==> config.mk <==
export PLATFORM = sky130hd
export DESIGN_NAME = ula_result_bcd_decoder
export DESIGN_NICKNAME = d
export VERILOG_FILES = /design/src/rtl/ula_pkg.sv /design/src/rtl/bcd_to_7seg.sv /design/src/rtl/ula_result_bcd_decoder.sv
export SDC_FILE = /design/constraint.sdc
export NUM_CORES = 1
export LEC_CHECK = 0
export BUFFER_PORTS_ARGS = -buffer_cell sky130_fd_sc_hd__buf_2
export CAP_MARGIN = 20
export CORE_MARGIN = 2
export CORE_UTILIZATION = 40
export CTS_CLUSTER_SIZE = 8
export DETAILED_ROUTE_END_ITERATION = 8
export GPL_ROUTABILITY_DRIVEN = 0
export GPL_TIMING_DRIVEN = 0
export SETUP_SLACK_MARGIN = 0.1
export SLEW_MARGIN = 25
export SYNTH_ARGS = -nofsm -noshare
export SYNTH_HDL_FRONTEND = slang
export SYNTH_SLANG_ARGS = --single-unit
export TNS_END_PERCENT = 100
==> constraint.sdc <==
create_clock -name clk -period 1.2 [get_ports clk]
set_input_delay 0.12 -clock clk [delete_from_list [all_inputs] [get_ports clk]]
set_output_delay 0.12 -clock clk [all_outputs]
set_load 0.03 [all_outputs]
==> src/rtl/ula_pkg.sv <==
// Shared definitions for the ULA result display path: op codes, width classes,
// the BCD decoder FSM state type and the blank 7-segment pattern.
package ula_pkg;

  localparam logic [2:0] OP_0 = 3'd0;
  localparam logic [2:0] OP_1 = 3'd1;
  localparam logic [2:0] OP_2 = 3'd2;
  localparam logic [2:0] OP_3 = 3'd3;
  localparam logic [2:0] OP_4 = 3'd4;
  localparam logic [2:0] OP_5 = 3'd5;
  localparam logic [2:0] OP_6 = 3'd6;
  localparam logic [2:0] OP_7 = 3'd7;

  typedef enum logic [1:0] {
    WC_1B,
    WC_5B,
    WC_8B
  } width_class_t;

  typedef enum logic [1:0] {
    ST_IDLE,
    ST_SHIFT,
    ST_FINISH
  } state_t;

  localparam logic [6:0] BLANK_SEG = 7'h7F;

  // Width actually produced by each ULA operation.
  function automatic width_class_t op_width_class(input logic [2:0] op);
    width_class_t wc;
    wc = WC_8B;
    case (op)
      OP_0, OP_1, OP_6: wc = WC_5B;
      OP_2, OP_3, OP_5: wc = WC_1B;
      default:          wc = WC_8B;
    endcase
    return wc;
  endfunction

  function automatic logic [7:0] mask_result(input logic [2:0] op, input logic [7:0] r);
    logic [7:0] m;
    m = r;
    case (op_width_class(op))
      WC_1B:   m = {7'b0, r[0]};
      WC_5B:   m = {3'b0, r[4:0]};
      default: m = r;
    endcase
    return m;
  endfunction

endpackage

==> src/rtl/bcd_to_7seg.sv <==
// Combinational BCD digit to active-low 7-segment decoder, bit order g..a.
// Only built when SEVEN_SEG_EN is defined, since nothing else instantiates it.
`ifdef SEVEN_SEG_EN
module bcd_to_7seg (
  input  logic [3:0] digit,
  output logic [6:0] seg
);

  always_comb begin
    seg = 7'h7F;
    case (digit)
      4'd0:    seg = 7'b1000000;
      4'd1:    seg = 7'b1111001;
      4'd2:    seg = 7'b0100100;
      4'd3:    seg = 7'b0110000;
      4'd4:    seg = 7'b0011001;
      4'd5:    seg = 7'b0010010;
      4'd6:    seg = 7'b0000010;
      4'd7:    seg = 7'b1111000;
      4'd8:    seg = 7'b0000000;
      4'd9:    seg = 7'b0010000;
      default: seg = 7'h7F;
    endcase
  end

endmodule
`endif

==> src/rtl/ula_result_bcd_decoder.sv <==
// Converts the masked ULA result to three BCD digits by double dabble, one bit per clock.
// Optional SEVEN_SEG_EN adds registered, leading-zero-blanked active-low segment outputs.
module ula_result_bcd_decoder
  import ula_pkg::*;
#(
  parameter int RES_W  = 8,
  parameter int DIGITS = 3
) (
  input  logic       clk,
  input  logic       rst_n,
  input  logic       start,
  input  logic [2:0] op_sel,
  input  logic [7:0] result,
  output logic       busy,
  output logic       done,
  output logic [3:0] bcd_hund,
  output logic [3:0] bcd_tens,
  output logic [3:0] bcd_ones
`ifdef SEVEN_SEG_EN
  ,
  output logic [6:0] seg_hund,
  output logic [6:0] seg_tens,
  output logic [6:0] seg_ones
`endif
);

  // Handshake: start is sampled only in IDLE; busy is high from the cycle after
  // capture until the digits update; done pulses for one cycle alongside the new
  // digits, and start is accepted again in that same cycle. start while busy is dropped.

  localparam int BCD_W = 4 * DIGITS;
  localparam int CNT_W = $clog2(RES_W);
  localparam logic [CNT_W-1:0] LAST_CNT = CNT_W'(RES_W - 1);

  state_t             state_q, state_d;
  logic [RES_W-1:0]   sh_q, sh_d;
  logic [BCD_W-1:0]   bcd_q, bcd_d, bcd_adj;
  logic [CNT_W-1:0]   cnt_q, cnt_d;
  logic               busy_d, done_d, load_digits;

  // Add-3 correction on every nibble that would overflow past 9 when doubled.
  always_comb begin
    bcd_adj = bcd_q;
    for (int i = 0; i < DIGITS; i++) begin
      if (bcd_q[4*i +: 4] >= 4'd5) begin
        bcd_adj[4*i +: 4] = bcd_q[4*i +: 4] + 4'd3;
      end
    end
  end

  always_comb begin
    state_d     = state_q;
    sh_d        = sh_q;
    bcd_d       = bcd_q;
    cnt_d       = cnt_q;
    busy_d      = busy;
    done_d      = 1'b0;
    load_digits = 1'b0;
    case (state_q)
      ST_IDLE: begin
        if (start) begin
          sh_d    = mask_result(op_sel, result);
          bcd_d   = '0;
          cnt_d   = '0;
          busy_d  = 1'b1;
          state_d = ST_SHIFT;
        end
      end
      ST_SHIFT: begin
        {bcd_d, sh_d} = {bcd_adj[BCD_W-2:0], sh_q, 1'b0};
        cnt_d         = cnt_q + 1'b1;
        if (cnt_q == LAST_CNT) begin
          state_d = ST_FINISH;
        end
      end
      ST_FINISH: begin
        load_digits = 1'b1;
        done_d      = 1'b1;
        busy_d      = 1'b0;
        state_d     = ST_IDLE;
      end
      default: begin
        busy_d  = 1'b0;
        state_d = ST_IDLE;
      end
    endcase
  end

  always_ff @(posedge clk or negedge rst_n) begin
    if (!rst_n) begin
      state_q <= ST_IDLE;
      sh_q    <= '0;
      bcd_q   <= '0;
      cnt_q   <= '0;
      busy    <= 1'b0;
      done    <= 1'b0;
    end else begin
      state_q <= state_d;
      sh_q    <= sh_d;
      bcd_q   <= bcd_d;
      cnt_q   <= cnt_d;
      busy    <= busy_d;
      done    <= done_d;
    end
  end

  always_ff @(posedge clk or negedge rst_n) begin
    if (!rst_n) begin
      bcd_hund <= 4'd0;
      bcd_tens <= 4'd0;
      bcd_ones <= 4'd0;
    end else if (load_digits) begin
      bcd_hund <= bcd_q[8 +: 4];
      bcd_tens <= bcd_q[4 +: 4];
      bcd_ones <= bcd_q[0 +: 4];
    end
  end

`ifdef SEVEN_SEG_EN
  logic [6:0] raw_hund, raw_tens, raw_ones;

  bcd_to_7seg u_seg_hund (.digit(bcd_q[8 +: 4]), .seg(raw_hund));
  bcd_to_7seg u_seg_tens (.digit(bcd_q[4 +: 4]), .seg(raw_tens));
  bcd_to_7seg u_seg_ones (.digit(bcd_q[0 +: 4]), .seg(raw_ones));

  // Segments are decoded from the accumulator so they land on the same edge as the digits.
  always_ff @(posedge clk or negedge rst_n) begin
    if (!rst_n) begin
      seg_hund <= BLANK_SEG;
      seg_tens <= BLANK_SEG;
      seg_ones <= BLANK_SEG;
    end else if (load_digits) begin
      seg_hund <= (bcd_q[8 +: 4] == 4'd0) ? BLANK_SEG : raw_hund;
      seg_tens <= (bcd_q[8 +: 8] == 8'd0) ? BLANK_SEG : raw_tens;
      seg_ones <= raw_ones;
    end
  end
`endif

endmodule

== Yosys cells after proc, flatten, opt, wreduce, memory -nomap -nowiden ==
Index checks and enable logic that the tools add are counted.
Widths: inputs -> output; s select.

* Reduce and logical (&&, ||, !) cells: 9
* Equal/unequal tests: 11
* Muxes and demuxes: 19
* Bitwise gates (word level): 1
* $lt $le $gt $ge: 3
* $add $sub $neg: 4

{| class="wikitable"
|+ Operator list
! kind !! number
|-
| $pmux 8 s2 || 2
|-
| $pmux 12 s2 || 1
|-
| $ge 4x3->1 const B || 3
|-
| $mux 12 || 1
|-
| $eq 3x3->1 const B || 3
|-
| $add 4x2->4 const B || 2
|-
| $mux 2 || 4
|-
| $mux 4 || 2
|-
| $mux 8 || 1
|-
| $pmux 2 s2 || 2
|-
| $eq 3x2->1 const B || 2
|-
| $mux 3 || 2
|-
| $pmux 3 s2 || 1
|-
| $reduce_and 2->1 || 3
|-
| $reduce_or 3->1 || 2
|-
| $eq 2x1->1 const B || 2
|-
| $logic_not 2->1 || 2
|-
| $ne 2x2->1 const B || 2
|-
| $add 3x1->3 const B || 1
|-
| $add 3x2->3 const B || 1
|-
| $eq 3x1->1 const B || 1
|-
| $logic_not 3->1 || 1
|-
| $eq 2x2->1 const B || 1
|-
| $mux 1 || 2
|-
| 3 further kinds || 3
|}

* Logic and storage cells: 56
* Output and inout bits: 14
* Register bits: 39
* Input port bits: 14

== Logic depth before layout (Yosys ltp) ==
* Depth in word-level cells: 9
* Depth in mapped cells: 6
* Mapped depth without buffers: 5

== Worst setup path after synthesis ==
No wires, ideal clock.

* Path kind: register -> register
* Start: register bcd_q[0]
* End: register bcd_q[2]
* Library setup time: 104 ps
* Stages on the path, launching flop included: 6
* Required time: 1096 ps
* Arrival time: 1186 ps
* Slack: -90 ps
* Path through: dfrtp_1 > inv_1 > ha_1 > nor2b_1 > o21a_1 > o311ai_1

* Longest elaborated chain between the ends: 3

{| class="wikitable"
|+ RTL lines
! element !! line !! source
|-
| start: declaration || ula_result_bcd_decoder.sv:37 || <nowiki>logic [BCD_W-1:0] bcd_q, bcd_d, bcd_adj;</nowiki>
|-
| start signal: assignment || ula_result_bcd_decoder.sv:93 || <nowiki>bcd_q <= '0;</nowiki>
|-
| start signal: assignment || ula_result_bcd_decoder.sv:100 || <nowiki>bcd_q <= bcd_d;</nowiki>
|-
| $add 4x2->4 or $ge 4x3->1 (tied branches) || ula_result_bcd_decoder.sv:46, ula_result_bcd_decoder.sv:45 ||
|-
| $mux 4 * || ula_result_bcd_decoder.sv:45 || <nowiki>if (bcd_q[4*i +: 4] >= 4'd5) begin</nowiki>
|-
| $pmux 12 s2 * || ula_result_bcd_decoder.sv:59 || <nowiki>case (state_q)</nowiki>
|}

Mark *: on every way between the ends. The rest lies on a longest branch, timed or not.
A chain may end at the register's enable or synchronous reset.

== Worst setup path in the final report ==
* Start: register bcd_q[0]
* End: register bcd_q[4]

Same word-level chain as after synthesis.

==> run metrics <==
status=finished with violations; violated checks=negative hold slack, negative setup slack; clk sinks=39; initial antenna violation count=0; final core utilization=0.629; Mapped Area=1880 µm²; layout cells sized above 1=0.614; via/cell ratio=about 5.4; total power per unit cell area=around 2700 nW/µm²; Synth area leaders=dfrtp_1 52%, ha_1 5.3%, nand2_1 4.4%, o21ai_0 4.3%, a22o_2 3.2%; largest net degree at the start of global routing=40; core area=4440 µm²; synth unique cells=33; post-DP HPWL=roughly 2.8 mm; final antenna-violating net count=0; Clock Pin Slew Worst Setup and Hold Paths=approximately 0.08 ns; die area=roughly 5300 µm²; pre-CTS WS=-0.182 ns; All-Layer GR Usage=0.182; Iteration-0 DRC Markers=89; leakage=roughly 1.4 nW; cts bufs inserted=5; Final Total Pwr=roughly 7.4 mW; Nets=approximately 260; Placed Area=2170 µm²; final setup fails=27; Buffers on Ports=27; gr ovfl total=0; Tcrit/Tclk final=1.10; Synth top area share=0.520; Mapped Cells=about 170; Worst Tran Pin Value=between 0.8 and 0.9 ns; crit end category=register; number of global-route vias before repair=roughly 1,600; Final Max Tran Viols=0; Worst setup SP type=register; IR drop worst, VDD=around 1.1 mV; CTS tree=built; skew final=0.00897 ns; worst setup margin=-0.121 ns; H-tree Lvls=2; io pins=28; CTS Root Cell=clkbuf_8; register area share after synthesis=0.520; Worst Path Required=1.39 ns; # fillers=between 300 and 400; RSZ-0062 raised after global routing=yes; Seq cells post-synth=39; Ys Warns=0; class of the worst hold path=primary input to asynchronous set/reset pin; Net Count, Synth=roughly 190; WS Path Type=register to register; Max Buffers Root-to-Sink=2; hold_ws=-0.0692 ns; fin crit period=around 1.3 ns; CP Max Fanout=3; number of max-cap violations=0; R2R depth=4; starting density of the core=0.423; Die Y=~73 µm; DRC viols=0; Synth-to-Final Area Change=48.8%; Pre-antenna DRT Iters=4; Syn Area/Cell=between 10 and 15 µm²; first-pass GRT wire length=~7.4 mm; total number of vias=1,554; area leader, netlist=dfrtp_1; diodes inserted=0; WL final=~4.6 mm; Slew headroom=0.432; wire per inst=approximately 16 µm; cell area after layout=roughly 2800 µm²; Clock Latency Late Sink=between 0.2 and 0.3 ns; worst endpoint data arrival time=around 1.5 ns; final hold vios=39; Horiz. Die Dim=a little over 70 µm; Fmax=around 760 MHz; row count=24
==> flip-flops by register name, summed over array words and instances (netlist names) <==
| signal | flops |
|---|---|
| bcd_q | 12 |
| bcd_tens | 4 |
| cnt_q | 3 |
| bcd_hund | 4 |
| state_q | 2 |
| done | 1 |
| bcd_ones | 4 |
| sh_q | 8 |
| busy | 1 |
==> cell usage after synthesis <==
cell type,number
nor2_1,1
nor3b_1,1
o21bai_4,1
nor2b_1,3
ha_1,8
o211a_1,1
o311ai_1,3
o21ai_0,16
clkbuf_2,2
nor2b_4,1
a32o_1,3
a21o_1,7
xnor2_1,3
o32ai_1,2
inv_1,15
o31ai_1,3
and2_1,1
o2111ai_1,6
dfrtp_1,39
buf_4,2
and3_1,1
nand2b_1,3
a22o_2,6
o221ai_2,1
o22ai_1,1
nand2_1,22
a22o_1,4
o21a_1,3
a21oi_1,2
buf_2,1
o21ba_2,1
o221ai_1,2
buf_6,4
==> logic make-up (layout without fill, tap and decap cells) <==
kind of cell | count (synthesis) | in the layout | share of synthesized area
AO/OA/AOI/OAI | 62 | 62 | 0.259
XOR/XNOR | 3 | 3 | 0.0140
adder cells (fa/ha/maj) | 8 | 8 | 0.0533
flip-flops | 39 | 39 | 0.520
AND/OR/NAND/NOR | 33 | 33 | 0.0839
buffers and inverters | 24 | 91 | 0.0699
==> report_power, final <==
part,switching (mW),internal [mW],total [mW]
Sequential,0.370,1.82,2.19
Clock,0.466,0.398,0.864
Combinational,2.15,2.23,4.38
Total,2.98,4.45,7.44
==> through the flow <==
step	cells	TNS, ns	hold WS, ns
finish	288	-1.52	-0.0692
global route	288	-3.23	0.0193
CTS	278	-0.946	-0.0406
detailed placement	248	-1.41	0.274
global placement	248	-0.927	0.269
floorplan	169	-0.233	-0.176
==> cell type report <==
cell class,instances,area [µm²],share of cell area
multi-input combinational,106,1040,0.371
clock inverter,3,15.0,0.00537
timing repair buffer,59,437,0.156
buffer,9,136,0.0488
inverter,15,56.3,0.0202
sequential,39,978,0.350
tap,52,65.1,0.0233
clock buffer,5,68.8,0.0246
==> worst max-delay path: stages, from the launching register on <==
cell	delay, ns
dfrtp_1	0.41
buf_4	0.15
o21ai_0	0.24
xnor2_1	0.14
o32ai_2	0.29
==> final timing paths <==
| check | startpoint | slack, ns | end |
|---|---|---|---|
| worst max-delay path | bcd_q[0] | -0.12 | bcd_q[4] |
| worst min-delay path | rst_n | -0.07 | bcd_tens[2] |
| worst max register to register | bcd_q[0] | -0.12 | bcd_q[4] |
| worst min register to register | bcd_tens[3] | 0.49 | bcd_tens[3] |
| max in group asynchronous | rst_n | 0.67 | state_q[0] |
| min in group clk | result[6] | 0.02 | sh_q[6] |
==> repair_timing <==
action,4_1_cts,5_1_grt
gates cloned,4,1
setup endpoints to repair,35,36
gates resized for setup,55,28
pin swaps,11,6
hold endpoints to repair,39,0
setup buffers,18,9
==> placed cells by master, fill, tap and decap left out, types with 4 or more instances in the layout <==
master,count
inv_1,8
a22o_1,4
a21o_1,7
dfrtp_1,37
ha_4,4
nand2_2,11
inv_2,7
o21ai_2,11
buf_2,27
clkbuf_8,5
a22o_2,6
nand2_1,10
buf_8,4
buf_6,12
buf_4,22
nor2b_4,4
==> metal layers <==
metal  wire length, µm  track usage
met5                 0            0
met4                38       0.0535
met3               164       0.0458
met2              2390        0.316
met1              2000        0.221
(Power assumes the default switching activity.)
